===== src/rtl/rsa_operand_fetch.sv =====
// Operand fetch engine: issues Avalon-MM word reads and streams the returned words out in order.
// Define RSA_FETCH_BYTESWAP_EN to byte-reverse every delivered word (latency unchanged).
module rsa_operand_fetch #(
  parameter int ADDR_W     = 32,
  parameter int DATA_W     = 256,
  parameter int FIFO_DEPTH = 8
) (
  input  logic              clk,
  input  logic              reset,
  input  logic              start,
  input  logic [ADDR_W-1:0] base_addr,
  input  logic [15:0]       word_count,
  input  logic              abort,
  output logic              busy,
  output logic              done,
  output logic [ADDR_W-1:0] avm_m0_address,
  output logic              avm_m0_read,
  input  logic              avm_m0_waitrequest,
  input  logic [DATA_W-1:0] avm_m0_readdata,
  input  logic              avm_m0_readdatavalid,
  output logic              out_valid,
  output logic [DATA_W-1:0] out_data,
  output logic              out_last,
  input  logic              out_ready
);

  localparam int PTR_W = (FIFO_DEPTH > 1) ? $clog2(FIFO_DEPTH) : 1;
  localparam int CNT_W = $clog2(FIFO_DEPTH + 1);
  localparam int BYTES = DATA_W / 8;
  localparam logic [ADDR_W-1:0] ADDR_STEP = ADDR_W'(BYTES);

  localparam logic [1:0] ST_IDLE  = 2'd0;
  localparam logic [1:0] ST_ISSUE = 2'd1;
  localparam logic [1:0] ST_DRAIN = 2'd2;
  localparam logic [1:0] ST_FLUSH = 2'd3;

  logic [1:0]        state;
  logic [15:0]       total;
  logic [15:0]       issued;
  logic [15:0]       popped;
  logic [CNT_W-1:0]  outstanding;
  logic [CNT_W-1:0]  occupancy;
  logic [CNT_W:0]    in_flight;
  logic [PTR_W-1:0]  wr_ptr;
  logic [PTR_W-1:0]  rd_ptr;
  logic [DATA_W-1:0] mem [FIFO_DEPTH];
  logic [DATA_W-1:0] head;

  logic active;
  logic credit_ok;
  logic accept;
  logic rsp;
  logic push;
  logic pop;
  logic last_pop;
  logic flush_now;

  assign active    = (state == ST_ISSUE) || (state == ST_DRAIN);
  assign flush_now = active && abort;

  // Reads in flight plus buffered words never exceed the buffer, so every response has a slot.
  assign in_flight = {1'b0, outstanding} + {1'b0, occupancy};
  assign credit_ok = in_flight < (CNT_W+1)'(FIFO_DEPTH);

  assign avm_m0_read = (state == ST_ISSUE) && !abort && (issued != total) && credit_ok;
  assign accept      = avm_m0_read && !avm_m0_waitrequest;
  assign rsp         = avm_m0_readdatavalid && (outstanding != '0);
  assign push        = rsp && active && !abort;

  assign out_valid = active && !abort && (occupancy != '0);
  assign pop       = out_valid && out_ready;
  assign out_last  = out_valid && (popped == total - 16'd1);
  assign last_pop  = pop && out_last;
  assign busy      = (state != ST_IDLE);

  assign head = mem[rd_ptr];

`ifdef RSA_FETCH_BYTESWAP_EN
  always_comb begin
    out_data = '0;
    for (int unsigned i = 0; i < BYTES; i++) begin
      out_data[8*i +: 8] = head[8*(BYTES-1-i) +: 8];
    end
  end
`else
  assign out_data = head;
`endif

  always_ff @(posedge clk) begin
    if (push) begin
      mem[wr_ptr] <= avm_m0_readdata;
    end
  end

  always_ff @(posedge clk or posedge reset) begin
    if (reset) begin
      wr_ptr    <= '0;
      rd_ptr    <= '0;
      occupancy <= '0;
    end else if (flush_now) begin
      wr_ptr    <= '0;
      rd_ptr    <= '0;
      occupancy <= '0;
    end else begin
      if (push) begin
        wr_ptr <= wr_ptr + PTR_W'(1);
      end
      if (pop) begin
        rd_ptr <= rd_ptr + PTR_W'(1);
      end
      if (push && !pop) begin
        occupancy <= occupancy + CNT_W'(1);
      end else if (pop && !push) begin
        occupancy <= occupancy - CNT_W'(1);
      end
    end
  end

  always_ff @(posedge clk or posedge reset) begin
    if (reset) begin
      outstanding <= '0;
    end else if (accept && !rsp) begin
      outstanding <= outstanding + CNT_W'(1);
    end else if (rsp && !accept) begin
      outstanding <= outstanding - CNT_W'(1);
    end
  end

  always_ff @(posedge clk or posedge reset) begin
    if (reset) begin
      state          <= ST_IDLE;
      total          <= '0;
      issued         <= '0;
      popped         <= '0;
      avm_m0_address <= '0;
      done           <= 1'b0;
    end else begin
      done <= 1'b0;
      if (accept) begin
        avm_m0_address <= avm_m0_address + ADDR_STEP;
        issued         <= issued + 16'd1;
      end
      if (pop) begin
        popped <= popped + 16'd1;
      end
      case (state)
        ST_IDLE: begin
          if (start) begin
            if (word_count == '0) begin
              done <= 1'b1;
            end else begin
              state          <= ST_ISSUE;
              total          <= word_count;
              avm_m0_address <= base_addr;
              issued         <= '0;
              popped         <= '0;
            end
          end
        end
        ST_ISSUE: begin
          if (abort) begin
            state <= ST_FLUSH;
          end else if (last_pop) begin
            done  <= 1'b1;
            state <= ST_IDLE;
          end else if (accept && (issued == total - 16'd1)) begin
            state <= ST_DRAIN;
          end
        end
        ST_DRAIN: begin
          if (abort) begin
            state <= ST_FLUSH;
          end else if (last_pop) begin
            done  <= 1'b1;
            state <= ST_IDLE;
          end
        end
        ST_FLUSH: begin
          // Leave as soon as the final discarded response lands, not a cycle later.
          if ((outstanding == '0) || ((outstanding == CNT_W'(1)) && rsp)) begin
            state <= ST_IDLE;
          end
        end
        default: state <= ST_IDLE;
      endcase
    end
  end

endmodule


===== config.mk =====
export PLATFORM = sky130hd
export DESIGN_NAME = rsa_operand_fetch
export DESIGN_NICKNAME = d
export VERILOG_FILES = /design/src/rtl/rsa_operand_fetch.sv
export SDC_FILE = /design/constraint.sdc
export NUM_CORES = 2
export LEC_CHECK = 0
export ABC_CLOCK_PERIOD_IN_PS = 62900
export CAP_MARGIN = 10
export CORE_MARGIN = 8
export CORE_UTILIZATION = 35
export CTS_BUF_LIST = sky130_fd_sc_hd__clkbuf_4 sky130_fd_sc_hd__clkbuf_8
export DETAILED_ROUTE_END_ITERATION = 12
export GPL_TIMING_DRIVEN = 1
export SLEW_MARGIN = 20
export SYNTH_ARGS = -nofsm -noshare
export SYNTH_HDL_FRONTEND = slang
export SYNTH_SLANG_ARGS = --single-unit

===== constraint.sdc =====
create_clock -name clk -period 62.9 [get_ports clk]
set_input_delay 12.58 -clock clk [delete_from_list [all_inputs] [get_ports clk]]
set_output_delay 12.58 -clock clk [all_outputs]
set_load 0.01 [all_outputs]

==> qor.yml <==
status:
  outcome: "completed"
global_routing:
  grt_use_met2: 0.240
  met1_usage: 0.191
  antenna_found_initial: 57
  gr-total-overflow: 0
  grt_pass1_vias: 42200
  grt_max_degree: 116
  grt_busiest_layer: "met2"
  grt.met3_usage: 0.0571
  grt_usage: 0.151
  grt_pass1_wl_um: 284000
worst_setup_path:
  path_buf_inv: 2
  critPathKind: "in2out"
  slowest_delay_ps: 550
  endpoint_kind: "output pin"
  cp_slowest_cell: "clkdlybuf4s50_1"
  cp.arrival_ps: 15410
  crit_chain: "clkdlybuf4s50_1, nand2b_1, nor2_1, o21ai_0, or4_1, nor4_4, and2_1, clkdlybuf4s50_1"
  path_common_cell: "clkdlybuf4s50_1"
  worstPathRequired_ps: 50320
  crit_path_start_kind: "primary input"
  worst-path-max-fanout: 6
  crit_family: "simple AND/OR/NAND/NOR gates"
floorplan:
  coreArea_sq_mm: 0.235
  rows: 178
  die-area_sq_mm: 0.251
  start_util: 0.351
  die_h_um: 501
  io_pins: 604
  die_w_um: 501
yosys:
  syn_area_sq_mm: 0.0825
  ys_warn_count: 0
  synth_edf_count: 2048
  syn_nets: 3946
  yosysUniqueCellTypes: 56
  ys.flop_type: "edfxtp_1"
  syn_inst: 3614
  async_flop_share: 0.0452
  ys_ff_latch: 2145
  yosysSeqAreaShare: 0.775
  synth.avg_cell_area_sq_um: 22.8
clock_network:
  numCtsBuffers: 365
  root_buffer: "clkbuf_8"
  clk_pin_slew_worst_paths_ps: 60
  clock_latency_ps: 1000
  ctsResizeCount: 0
  postCtsHoldBufs: 0
  cts_tree: "done"
  cts.path.max_buffers: 4
  cts-htree-levels: 5
  clock-sinks: 2145
  post_cts_buffers: 0
placed_design:
  place_inst: 7266
  dpl_worst_slack_ps: 34910
  dp.final_hpwl_um: 111000
  place_congestion: 0.793
  port_buffers: 603
sta:
  period_minus_slack_ps: 27990
  finalCritPeriodShare: 0.445
  fmax_mhz: 35.7
  hold_violations: 0
  tns_ps: 0
  setup_viol: 0
  relSlewSlack: 0.308
  final.setup_skew_ps: 70.2
  worst_slew_pin_slew_ps: 1040
  rsz0062_at_grt: "no"
  slew_viol_final: 0
  post-route-worst-setup-slack_ps: 34910
drt:
  drc: 0
  final_antenna_net_count: 0
  drtPass1Iterations: 5
  via_count: 39300
  vias_per_cell: 4.95
  post_drt_wl_per_cell_um: 24.5
  first_iter_violations: 2643
  drt_wl_total_um: 194000
power_and_ir_drop:
  leakagePower_nw: 30.9
  vdd_ir_drop_max_mv: 0.0276
  power.density_mw_per_mm2: 37.6
  power_mw: 3.74
layout:
  num-nets-final: 4815
  fin_util: 0.424
  drive_gt1_frac: 0.302
  fin_cells: 7924
  areaGrowthSynthToFinish_pct: 20.6
run:
  drv_cap: 0
worst_hold_path:
  hold_class: "reg2reg"
final cells by class:
type | instances | area, sq um
inverters | 11 | 43.8
clock buffers | 496 | 6060
diodes | 33 | 82.6
multi-input cells | 1285 | 17900
repair buffers | 675 | 6650
well taps | 3150 | 3940
clock inverters | 129 | 871
fillers | 20400 | 135000
flip-flops and latches | 2145 | 63900
worst reg2reg max path, delay by kind of cell (launching register included):
kind | cells | cell delay, ps
flip-flops | 1 | 430
AND/OR/NAND/NOR | 4 | 1010
adder cells (fa/ha/maj) | 1 | 310
buffers and inverters | 5 | 3230
cell usage in the layout, fill, tap and decap left out, types with 16 or more instances in the layout:
cell type,instances
clkinv_1,77
clkbuf_8,373
nand2_1,90
mux2_2,277
nand3_1,18
mux4_2,512
xnor2_1,56
o21ai_0,42
edfxtp_1,2048
xor2_1,50
and3_1,16
nor4_1,19
clkinv_2,31
clkbuf_4,123
nor2_1,56
diode_2,33
ha_1,20
buf_4,66
dfrtp_1,94
clkdlybuf4s50_1,603
cell families after synthesis:
logic type      count (synthesis)  share of synthesized area
compound gates                 75                    0.00540
flops                        2145                      0.775
buf+inv                       184                    0.00853
mux                           795                      0.178
fa+ha+maj                      21                    0.00328
simple gates                  287                     0.0176
xor+xnor                      107                     0.0115
metal layers:
metal	vias up	share of wire
met5	-	0.0016
met4	48	0.028
met3	367	0.083
met2	1117	0.47
met1	20800	0.41
li1	17000	-
path summary, 6_finish.rpt:
path / start / end / slack [ps] / cells past startpoint
setup / recovery: abort / out_last / 34910 / 8
hold / removal: avm_m0_address[1] / avm_m0_address[1] / 510 / 1
setup reg to reg: state[0] / mem[1][243] / 57540 / 10
hold reg to reg: avm_m0_address[1] / avm_m0_address[1] / 510 / 1
max in group asynchronous: reset / avm_m0_address[18] / 49500 / 3
min in group asynchronous: reset / popped[2] / 12190 / 2
cell usage after synthesis (3+ instances only):
master,instances,share of area
dfrtp_1,97,0.029
and2_1,3,0.00023
nor3_1,15,0.00091
or4_1,4,0.00036
nand4_1,15,0.0011
nand3b_1,4,0.00036
mux2i_1,4,0.00049
ha_1,20,0.0030
nor4_1,19,0.0014
nor3b_1,4,0.00036
nand2b_1,10,0.00076
a21oi_1,15,0.00091
or3_1,5,0.00038
nor2_1,62,0.0028
and4_1,5,0.00053
buf_2,4,0.00024
buf_1,76,0.0035
inv_1,11,0.00050
xor2_1,50,0.0053
mux2_2,277,0.038
clkbuf_1,92,0.0042
nand2_1,90,0.0041
and3_1,16,0.0012
nand3_1,18,0.0011
a31oi_1,3,0.00023
edfxtp_1,2048,0.75
mux4_2,512,0.14
xnor2_1,56,0.0059
nor2b_1,5,0.00038
or4_4,3,0.00041
o21ai_0,42,0.0025
power breakdown:
group / leakage, nW / switching, mW / internal, mW
Sequential: 19.7 / 0.0535 / 1.64
Combinational: 7.58 / 0.400 / 0.443
Clock: 3.67 / 0.532 / 0.665
registers in the layout (all words and copies together), names as in the netlist:
signal          flops
issued             16
done                1
total              16
rd_ptr              3
popped             16
avm_m0_address     32
state               2
outstanding         4
wr_ptr              3
mem              2048
occupancy           4
through the flow:
step | cell area (sq um) | hold WS, ps
final | 99500 | 505
after global routing | 99400 | 516
after CTS | 99400 | 507
after detailed placement | 92500 | 495
after global placement | 92500 | 490
after floorplan | 82500 | 470
Note: power is estimated with default switching activity, not from simulation.
